--- config.mk ---
export PLATFORM = sky130hd
export DESIGN_NAME = ctrl_pipe_flat
export DESIGN_NICKNAME = d
export VERILOG_FILES = /design/src/rtl/ctrl_pipe_if.sv /design/src/rtl/ctrl_pipe.sv /design/src/flat_wrapper.sv
export SDC_FILE = /design/constraint.sdc
export NUM_CORES = 1
export LEC_CHECK = 0
export CORE_MARGIN = 2
export CORE_UTILIZATION = 49
export CTS_CLUSTER_SIZE = 25
export DETAILED_ROUTE_END_ITERATION = 12
export HOLD_SLACK_MARGIN = 0.15
export PLACE_DENSITY = 0.79
export SLEW_MARGIN = 20
export SYNTH_ARGS = -nofsm -noshare
export SYNTH_HDL_FRONTEND = slang
export SYNTH_SLANG_ARGS = --single-unit
export TNS_END_PERCENT = 20
--- constraint.sdc ---
create_clock -name clk -period 3.1 [get_ports clk]
set_input_delay 0.62 -clock clk [delete_from_list [all_inputs] [get_ports clk]]
set_output_delay 0.62 -clock clk [all_outputs]
set_load 0.005 [all_outputs]
--- src/rtl/ctrl_pipe_if.sv ---
// Control-pipe bus between the datapath (master) and ctrl_pipe (slave).
// Carries ID inputs, hazard controls and per-stage control outputs.
interface ctrl_pipe_if #(
  parameter int OPCODE_BITS  = 4,
  parameter int FUNCODE_BITS = 6,
  parameter int NUM_INST_W   = 16
);
  logic                    id_valid;
  logic [OPCODE_BITS-1:0]  id_opcode;
  logic [FUNCODE_BITS-1:0] id_funcode;
  logic                    is_taken;
  logic                    stall;
  logic                    flush;
  logic                    hold;
  logic [1:0]              id_pcsrc;
  logic                    id_regdest;
  logic [OPCODE_BITS-1:0]  ex_opcode;
  logic [FUNCODE_BITS-1:0] ex_funcode;
  logic                    ex_alusrc;
  logic                    mem_read;
  logic                    mem_write;
  logic                    wb_isinst;
  logic                    wb_ishalt;
  logic                    wb_iswwd;
  logic                    wb_regwrite;
  logic                    wb_memtoreg;
  logic                    wb_reg2save;
  logic                    halted;
  logic [NUM_INST_W-1:0]   num_inst;

  modport master (
    output id_valid, id_opcode, id_funcode,
    output is_taken, stall, flush, hold,
    input  id_pcsrc, id_regdest,
    input  ex_opcode, ex_funcode, ex_alusrc,
    input  mem_read, mem_write,
    input  wb_isinst, wb_ishalt, wb_iswwd,
    input  wb_regwrite, wb_memtoreg, wb_reg2save,
    input  halted, num_inst
  );

  modport slave (
    input  id_valid, id_opcode, id_funcode,
    input  is_taken, stall, flush, hold,
    output id_pcsrc, id_regdest,
    output ex_opcode, ex_funcode, ex_alusrc,
    output mem_read, mem_write,
    output wb_isinst, wb_ishalt, wb_iswwd,
    output wb_regwrite, wb_memtoreg, wb_reg2save,
    output halted, num_inst
  );
endinterface

--- src/rtl/ctrl_pipe.sv ---
// TSC pipelined control unit: ID decode, ID/EX..MEM/WB control
// registers, halt tracking and retired-instruction counter.
module ctrl_pipe #(
  parameter int OPCODE_BITS  = 4,
  parameter int FUNCODE_BITS = 6,
  parameter int NUM_INST_W   = 16,
  parameter int HLT_FUNC     = 29,
  parameter int WWD_FUNC     = 28,
  parameter int JPR_FUNC     = 25,
  parameter int JRL_FUNC     = 26
) (
  input logic        clk,
  input logic        reset_n,
  ctrl_pipe_if.slave bus
);
  localparam int OW = OPCODE_BITS;
  localparam int FW = FUNCODE_BITS;

  localparam logic [OW-1:0] OP3  = OW'(3);
  localparam logic [OW-1:0] OP4  = OW'(4);
  localparam logic [OW-1:0] OP7  = OW'(7);
  localparam logic [OW-1:0] OP8  = OW'(8);
  localparam logic [OW-1:0] OP9  = OW'(9);
  localparam logic [OW-1:0] OP10 = OW'(10);
  localparam logic [OW-1:0] OP15 = OW'(15);
  localparam logic [OW-1:0] OPHI = ~OW'(15);

  localparam logic [FW-1:0] FN_HLT = FW'(HLT_FUNC);
  localparam logic [FW-1:0] FN_WWD = FW'(WWD_FUNC);
  localparam logic [FW-1:0] FN_JPR = FW'(JPR_FUNC);
  localparam logic [FW-1:0] FN_JRL = FW'(JRL_FUNC);

  typedef struct packed {
    logic isinst;
    logic ishalt;
    logic iswwd;
    logic regwrite;
    logic memtoreg;
    logic reg2save;
  } wb_t;

  typedef struct packed {
    logic memread;
    logic memwrite;
    wb_t  wb;
  } mem_t;

  typedef struct packed {
    logic [OW-1:0] opcode;
    logic [FW-1:0] funcode;
    logic          alusrc;
    mem_t          m;
  } ex_t;

  logic [OW-1:0] w_op;
  logic [FW-1:0] w_fn;
  logic          w_r15;
  logic          w_fhlt;
  logic          w_fwwd;
  logic          w_fjpr;
  logic          w_fjrl;
  logic          w_lo16;
  logic          w_issue;
  logic          w_brn;
  logic          w_jmp;
  logic          w_jr;
  logic [1:0]    w_pcsrc;
  ex_t           w_dec;

  ex_t                   r_ex;
  mem_t                  r_mem;
  wb_t                   r_wb;
  logic                  r_hpend;
  logic                  r_halted;
  logic [NUM_INST_W-1:0] r_num;

  assign w_op   = bus.id_opcode;
  assign w_fn   = bus.id_funcode;
  assign w_r15  = (w_op == OP15);
  assign w_fhlt = (w_fn == FN_HLT);
  assign w_fwwd = (w_fn == FN_WWD);
  assign w_fjpr = (w_fn == FN_JPR);
  assign w_fjrl = (w_fn == FN_JRL);
  assign w_lo16 = ((w_op & OPHI) == '0);

  always_comb begin
    w_dec                = '0;
    w_dec.opcode         = w_op;
    w_dec.funcode        = w_fn;
    w_dec.alusrc         = (w_op >= OP4) && (w_op <= OP8);
    w_dec.m.memread      = (w_op == OP7);
    w_dec.m.memwrite     = (w_op == OP8);
    w_dec.m.wb.isinst    = 1'b1;
    w_dec.m.wb.ishalt    = w_r15 && w_fhlt;
    w_dec.m.wb.iswwd     = w_r15 && w_fwwd;
    w_dec.m.wb.memtoreg  = (w_op == OP7);
    w_dec.m.wb.reg2save  = (w_op == OP10) || (w_r15 && w_fjrl);
    w_dec.m.wb.regwrite  =
      ((w_op >= OP4) && (w_op <= OP7)) ||
      ((w_op >= OP10) && w_lo16 &&
       !(w_r15 && (w_fjpr || w_fwwd || w_fhlt)));
  end

  assign w_issue = bus.id_valid && !bus.stall &&
                   !bus.flush && !r_hpend;

  assign w_brn = (w_op <= OP3) && bus.is_taken;
  assign w_jmp = (w_op == OP9) || (w_op == OP10);
  assign w_jr  = w_r15 && (w_fjpr || w_fjrl);

  always_comb begin
    w_pcsrc = 2'b00;
    if (w_issue) begin
      unique case (1'b1)
        w_brn:   w_pcsrc = 2'b01;
        w_jmp:   w_pcsrc = 2'b10;
        w_jr:    w_pcsrc = 2'b11;
        default: w_pcsrc = 2'b00;
      endcase
    end
  end

  // hold freezes every stage plus halt/counter state
  always_ff @(posedge clk or negedge reset_n) begin
    if (!reset_n) begin
      r_ex     <= '0;
      r_mem    <= '0;
      r_wb     <= '0;
      r_hpend  <= 1'b0;
      r_halted <= 1'b0;
      r_num    <= '0;
    end else if (!bus.hold) begin
      r_ex  <= w_issue ? w_dec : '0;
      r_mem <= r_ex.m;
      r_wb  <= r_mem.wb;
      if (w_issue && w_dec.m.wb.ishalt)
        r_hpend <= 1'b1;
      if (r_wb.ishalt)
        r_halted <= 1'b1;
      if (r_wb.isinst && !r_halted)
        r_num <= r_num + 1'b1;
    end
  end

  assign bus.id_pcsrc    = w_pcsrc;
  assign bus.id_regdest  = w_r15;
  assign bus.ex_opcode   = r_ex.opcode;
  assign bus.ex_funcode  = r_ex.funcode;
  assign bus.ex_alusrc   = r_ex.alusrc;
  assign bus.mem_read    = r_mem.memread;
  assign bus.mem_write   = r_mem.memwrite;
  assign bus.wb_isinst   = r_wb.isinst;
  assign bus.wb_ishalt   = r_wb.ishalt;
  assign bus.wb_iswwd    = r_wb.iswwd;
  assign bus.wb_regwrite = r_wb.regwrite;
  assign bus.wb_memtoreg = r_wb.memtoreg;
  assign bus.wb_reg2save = r_wb.reg2save;
  assign bus.halted      = r_halted;
  assign bus.num_inst    = r_num;
endmodule
--- src/flat_wrapper.sv ---
// flat-port wrapper written by rule: the top's interface ports become plain ports
module ctrl_pipe_flat 
#(
  parameter int OPCODE_BITS  = 4,
  parameter int FUNCODE_BITS = 6,
  parameter int NUM_INST_W   = 16,
  parameter int HLT_FUNC     = 29,
  parameter int WWD_FUNC     = 28,
  parameter int JPR_FUNC     = 25,
  parameter int JRL_FUNC     = 26
)
  (clk, reset_n, bus_id_valid, bus_id_opcode, bus_id_funcode, bus_is_taken, bus_stall, bus_flush, bus_hold, bus_id_pcsrc, bus_id_regdest, bus_ex_opcode, bus_ex_funcode, bus_ex_alusrc, bus_mem_read, bus_mem_write, bus_wb_isinst, bus_wb_ishalt, bus_wb_iswwd, bus_wb_regwrite, bus_wb_memtoreg, bus_wb_reg2save, bus_halted, bus_num_inst);
  ctrl_pipe_if #(.OPCODE_BITS(OPCODE_BITS), .FUNCODE_BITS(FUNCODE_BITS), .NUM_INST_W(NUM_INST_W)) bus_i ();
  input logic clk;
  input logic reset_n;
  input wire logic [$bits(bus_i.id_valid)-1:0] bus_id_valid;
  input wire logic [$bits(bus_i.id_opcode)-1:0] bus_id_opcode;
  input wire logic [$bits(bus_i.id_funcode)-1:0] bus_id_funcode;
  input wire logic [$bits(bus_i.is_taken)-1:0] bus_is_taken;
  input wire logic [$bits(bus_i.stall)-1:0] bus_stall;
  input wire logic [$bits(bus_i.flush)-1:0] bus_flush;
  input wire logic [$bits(bus_i.hold)-1:0] bus_hold;
  output wire logic [$bits(bus_i.id_pcsrc)-1:0] bus_id_pcsrc;
  output wire logic [$bits(bus_i.id_regdest)-1:0] bus_id_regdest;
  output wire logic [$bits(bus_i.ex_opcode)-1:0] bus_ex_opcode;
  output wire logic [$bits(bus_i.ex_funcode)-1:0] bus_ex_funcode;
  output wire logic [$bits(bus_i.ex_alusrc)-1:0] bus_ex_alusrc;
  output wire logic [$bits(bus_i.mem_read)-1:0] bus_mem_read;
  output wire logic [$bits(bus_i.mem_write)-1:0] bus_mem_write;
  output wire logic [$bits(bus_i.wb_isinst)-1:0] bus_wb_isinst;
  output wire logic [$bits(bus_i.wb_ishalt)-1:0] bus_wb_ishalt;
  output wire logic [$bits(bus_i.wb_iswwd)-1:0] bus_wb_iswwd;
  output wire logic [$bits(bus_i.wb_regwrite)-1:0] bus_wb_regwrite;
  output wire logic [$bits(bus_i.wb_memtoreg)-1:0] bus_wb_memtoreg;
  output wire logic [$bits(bus_i.wb_reg2save)-1:0] bus_wb_reg2save;
  output wire logic [$bits(bus_i.halted)-1:0] bus_halted;
  output wire logic [$bits(bus_i.num_inst)-1:0] bus_num_inst;
  assign bus_i.id_valid = bus_id_valid;
  assign bus_i.id_opcode = bus_id_opcode;
  assign bus_i.id_funcode = bus_id_funcode;
  assign bus_i.is_taken = bus_is_taken;
  assign bus_i.stall = bus_stall;
  assign bus_i.flush = bus_flush;
  assign bus_i.hold = bus_hold;
  assign bus_id_pcsrc = bus_i.id_pcsrc;
  assign bus_id_regdest = bus_i.id_regdest;
  assign bus_ex_opcode = bus_i.ex_opcode;
  assign bus_ex_funcode = bus_i.ex_funcode;
  assign bus_ex_alusrc = bus_i.ex_alusrc;
  assign bus_mem_read = bus_i.mem_read;
  assign bus_mem_write = bus_i.mem_write;
  assign bus_wb_isinst = bus_i.wb_isinst;
  assign bus_wb_ishalt = bus_i.wb_ishalt;
  assign bus_wb_iswwd = bus_i.wb_iswwd;
  assign bus_wb_regwrite = bus_i.wb_regwrite;
  assign bus_wb_memtoreg = bus_i.wb_memtoreg;
  assign bus_wb_reg2save = bus_i.wb_reg2save;
  assign bus_halted = bus_i.halted;
  assign bus_num_inst = bus_i.num_inst;
  ctrl_pipe #(.OPCODE_BITS(OPCODE_BITS), .FUNCODE_BITS(FUNCODE_BITS), .NUM_INST_W(NUM_INST_W), .HLT_FUNC(HLT_FUNC), .WWD_FUNC(WWD_FUNC), .JPR_FUNC(JPR_FUNC), .JRL_FUNC(JRL_FUNC)) u_core (.clk(clk), .reset_n(reset_n), .bus(bus_i));
endmodule
==> results.rst <==
.. list-table::
   :header-rows: 1

   * - Metric
     - Value
   * - Flop and latch count out of synthesis
     - 49
   * - Max IR drop VDD
     - 0.0002883 V
   * - Average instance area after synthesis
     - 11.36 um^2
   * - Leakage power total
     - 1.352 nW
   * - Post-Syn Nets
     - 214
   * - Post-CTS Setup Repair Bufs
     - 0
   * - Switching share of power
     - 0.2271
   * - Count of inserted antenna diode cells
     - 0
   * - Routed via count divided by cell count
     - 5.260
   * - Layout cells sized above 1
     - 0.1492
   * - Outcome
     - completed
   * - Number of antenna violations at the first check in global routing
     - 0
   * - Detailed-route via count
     - 1578
   * - Total detailed-routing wirelength
     - 4080 um
   * - RSZ-0062 raised after global routing
     - false
   * - Violation count after the first detailed-route iteration
     - 74
   * - First drt pass iteration count
     - 4
   * - Classification of the worst-slack hold path
     - in2async
   * - Number of warnings issued by yosys
     - 0
   * - Required @ worst endpoint
     - 2480 ps
   * - Power density of the placed cells
     - 489.8 nW/um^2
   * - Maximum number of pins on one net before global-route repair
     - 50
   * - Die Footprint
     - 5100 um^2
   * - Share of the clock period used by the worst path
     - 0.9643
   * - Height of the die
     - 71.42 um
   * - Worst Setup Start Kind
     - input pin
   * - Number of levels in the clock H-tree
     - 2
   * - Max Slew Vio Count
     - 0
   * - CTS Hold Buffers Added
     - 0
   * - Leftover overflow at the end of global routing
     - 0
   * - Worst path buffer plus inverter count
     - 2
   * - Ordered cell list for the critical path
     - clkdlybuf4s50_1, and4b_1, nand3_1, nor3_2, o21a_1, clkdlybuf4s50_1
   * - Row Count
     - 24
   * - Layout overhead on the synthesized area
     - 31.18%
   * - Delay of the slowest critical-path stage
     - 500 ps
   * - Worst skew pair latency
     - 300 ps
   * - Non-Filler Cell Area, Final
     - 2922 um^2
   * - Post-CTS sizing
     - 0
   * - Critical path capture point type
     - primary output
   * - Remaining design rule violation count
     - 0
   * - Sequential cell area fraction in the yosys report
     - 0.5506
   * - Total setup violations reported at the end of the flow
     - 0
   * - Highest attainable clock frequency
     - 334.5 MHz
   * - Overall power
     - 1.431 mW
   * - Cells after Synth
     - 196
   * - CP Data Arrival Time
     - 2370 ps
   * - Width of the chip
     - 71.42 um
   * - Hold violation count in the final report
     - 0
   * - Combinational fraction of design power
     - 0.126
   * - Leading cell types by total area after synthesis
     - dfrtp_1, mux2_2, nand2_1
   * - Global-route usage over all layers
     - 0.1770
   * - Clock power frac
     - 0.377
   * - Filler cells
     - 330
   * - Critical path class
     - in2out
   * - Top-level port count
     - 56
   * - Number of nets in the layout
     - 265
   * - Sum Neg Setup Slack
     - 0 ps
   * - Number of global-route vias before repair
     - 1512
   * - Most prevalent standard cell on the critical path
     - clkdlybuf4s50_1
   * - Effective utilization at floorplan
     - 0.5115
   * - Worst relative slew slack
     - 0.6087
   * - Core area
     - 4354 um^2
   * - Cell at the root of the clock tree
     - clkbuf_8
   * - Maximum Capacitance Violations
     - 0
   * - Final GP Congestion
     - 0.8213
   * - Most frequent standard cell in the layout excluding fill and tap cells
     - clkdlybuf4s50_1
   * - Footprint of the flip-flops and latches
     - 1226 um^2
   * - Share of total power in sequential cells
     - 0.497
   * - Cell type with the highest aggregate area in the netlist
     - dfrtp_1
   * - Worst Path Max Fanout
     - 3
   * - Wire length of the first global-routing pass
     - 7148 um
   * - Max Clock Skew
     - 7.153 ps
   * - Longest Clk Path Bufs
     - 2
   * - Average wire per cell in the routed design
     - 13.60 um
   * - Number of sinks driven by the clock tree
     - 49
   * - P_sw
     - 0.3250 mW
   * - Most used cells in the layout excluding fill and tap cells
     - clkdlybuf4s50_1, dfrtp_1, nand2_1
   * - Transition time of the tightest slew-check pin
     - 587.0 ps
   * - Post-Synthesis Cell Area
     - 2227 um^2
   * - Number of distinct library cell variants in the gate-level netlist after synthesis
     - 37
   * - Quantity of I/O buffers inserted on ports
     - 55
   * - TritonCTS clock tree
     - done
   * - Minimum clock period
     - 2989 ps
   * - Cell class contributing the biggest share of worst-path delay
     - buffers and inverters
   * - Portion of synthesized cell area occupied by the leading cell type
     - 0.5506
   * - Number of clock buffers inserted by TritonCTS
     - 5
   * - Internal power contribution
     - 1.106 mW
   * - Antenna-violating nets left
     - 0
   * - Area used by multi-input combinational logic
     - 884.6 um^2
   * - Critical-path top delay cell
     - clkdlybuf4s50_1
   * - HPWL after DPL
     - 3000 um
   * - Cell Area, Placed
     - 2776 um^2
   * - Clk slew on worst S/H paths
     - 90 ps
-- worst paths after layout --
kind                                          from                       to  slack [ps]  cells after the start
setup / recovery                 bus_id_funcode[5]          bus_id_pcsrc[1]         110                      6
hold / removal                             reset_n  u_core.bus.num_inst[10]         320                      1
setup reg to reg                    u_core.r_hpend           u_core.r_hpend        1530                      5
hold reg to reg            u_core.bus.num_inst[15]  u_core.bus.num_inst[15]         470                      1
max in group asynchronous                  reset_n   u_core.bus.wb_regwrite        2390                      1
min in group clk           u_core.bus.num_inst[15]  u_core.bus.num_inst[15]         470                      1
-- worst reg2reg max path, stage by stage (launching register included) --
cell and delay [ps]:
dfrtp_1 420, nor4b_4 270, buf_4 240, nand4_1 140, nor3b_1 280, or2_2 170
-- cell families (layout without fill, tap and decap cells) --
| logic type | Yosys count | count (layout) | synth area share |
|---|---|---|---|
| flops | 49 | 49 | 0.5506 |
| buf+inv | 21 | 73 | 0.05449 |
| fa+ha+maj | 1 | 1 | 0.005617 |
| xor+xnor | 17 | 17 | 0.06686 |
| mux | 14 | 14 | 0.07079 |
| compound gates | 23 | 23 | 0.06573 |
| simple gates | 71 | 71 | 0.1860 |
-- per-stage QoR --
stage	setup slack, ps	hold slack (ps)	util	cells
CTS	40.61	475.9	0.6693	300
floorplan	1045	324.4	-	196
global route	16.02	367.9	0.6710	300
global placement	106.5	456.4	0.6376	292
detailed placement	49.38	463.7	0.6376	292
finish	110.5	319.1	0.6710	300
-- sequential cells by signal (all words and copies together), names as in the netlist, 4 cells and up --
name	count
u_core.bus.num_inst	16
u_core.r_ex	7
u_core.bus.ex_funcode	6
u_core.r_mem	6
u_core.bus.ex_opcode	4
-- cells in the mapped netlist, drive strengths merged --
cell type / n
inv: 4
or3: 1
and4: 2
and2: 3
clkbuf: 4
a22o: 1
mux2: 14
and4bb: 1
and4b: 1
o21ai: 13
xor2: 8
a32o: 1
o21a: 2
nor4b: 1
or2: 1
o31ai: 1
ha: 1
nand2b: 1
and3: 4
nand3: 6
nand4: 5
dfrtp: 49
nor2: 6
nor3b: 3
nor3: 5
nor4: 1
nand2: 29
a21o: 4
nor4bb: 1
o41ai: 1
xnor2: 9
buf: 13
-- per-layer routing --
metal	up-vias	global-route usage	wire [um]
li1	767	-	-
met4	0	0.04822	33
met5	-	0	0
met3	4	0.04923	249
met2	43	0.2819	1966
met1	764	0.2400	1831
-- area by class of cell --
type	instances	area share
Tap cell	52	0.02227
Multi-Input combinational cell	126	0.3028
Clock inverter	3	0.02355
Inverter	4	0.005139
Sequential cell	49	0.4197
Timing Repair Buffer	61	0.2030
Clock buffer	5	0.02355
-- power by group through the flow --
stage / sequential [mW] / combinational [mW] / clock (mW)
global route: 0.717 / 0.200 / 0.581
global placement: 0.723 / 0.179 / 0
CTS: 0.712 / 0.183 / 0.551
finish: 0.711 / 0.180 / 0.540
detailed placement: 0.725 / 0.182 / 0
floorplan: 0.721 / 0.0731 / 0
(Power assumes the default switching activity.)
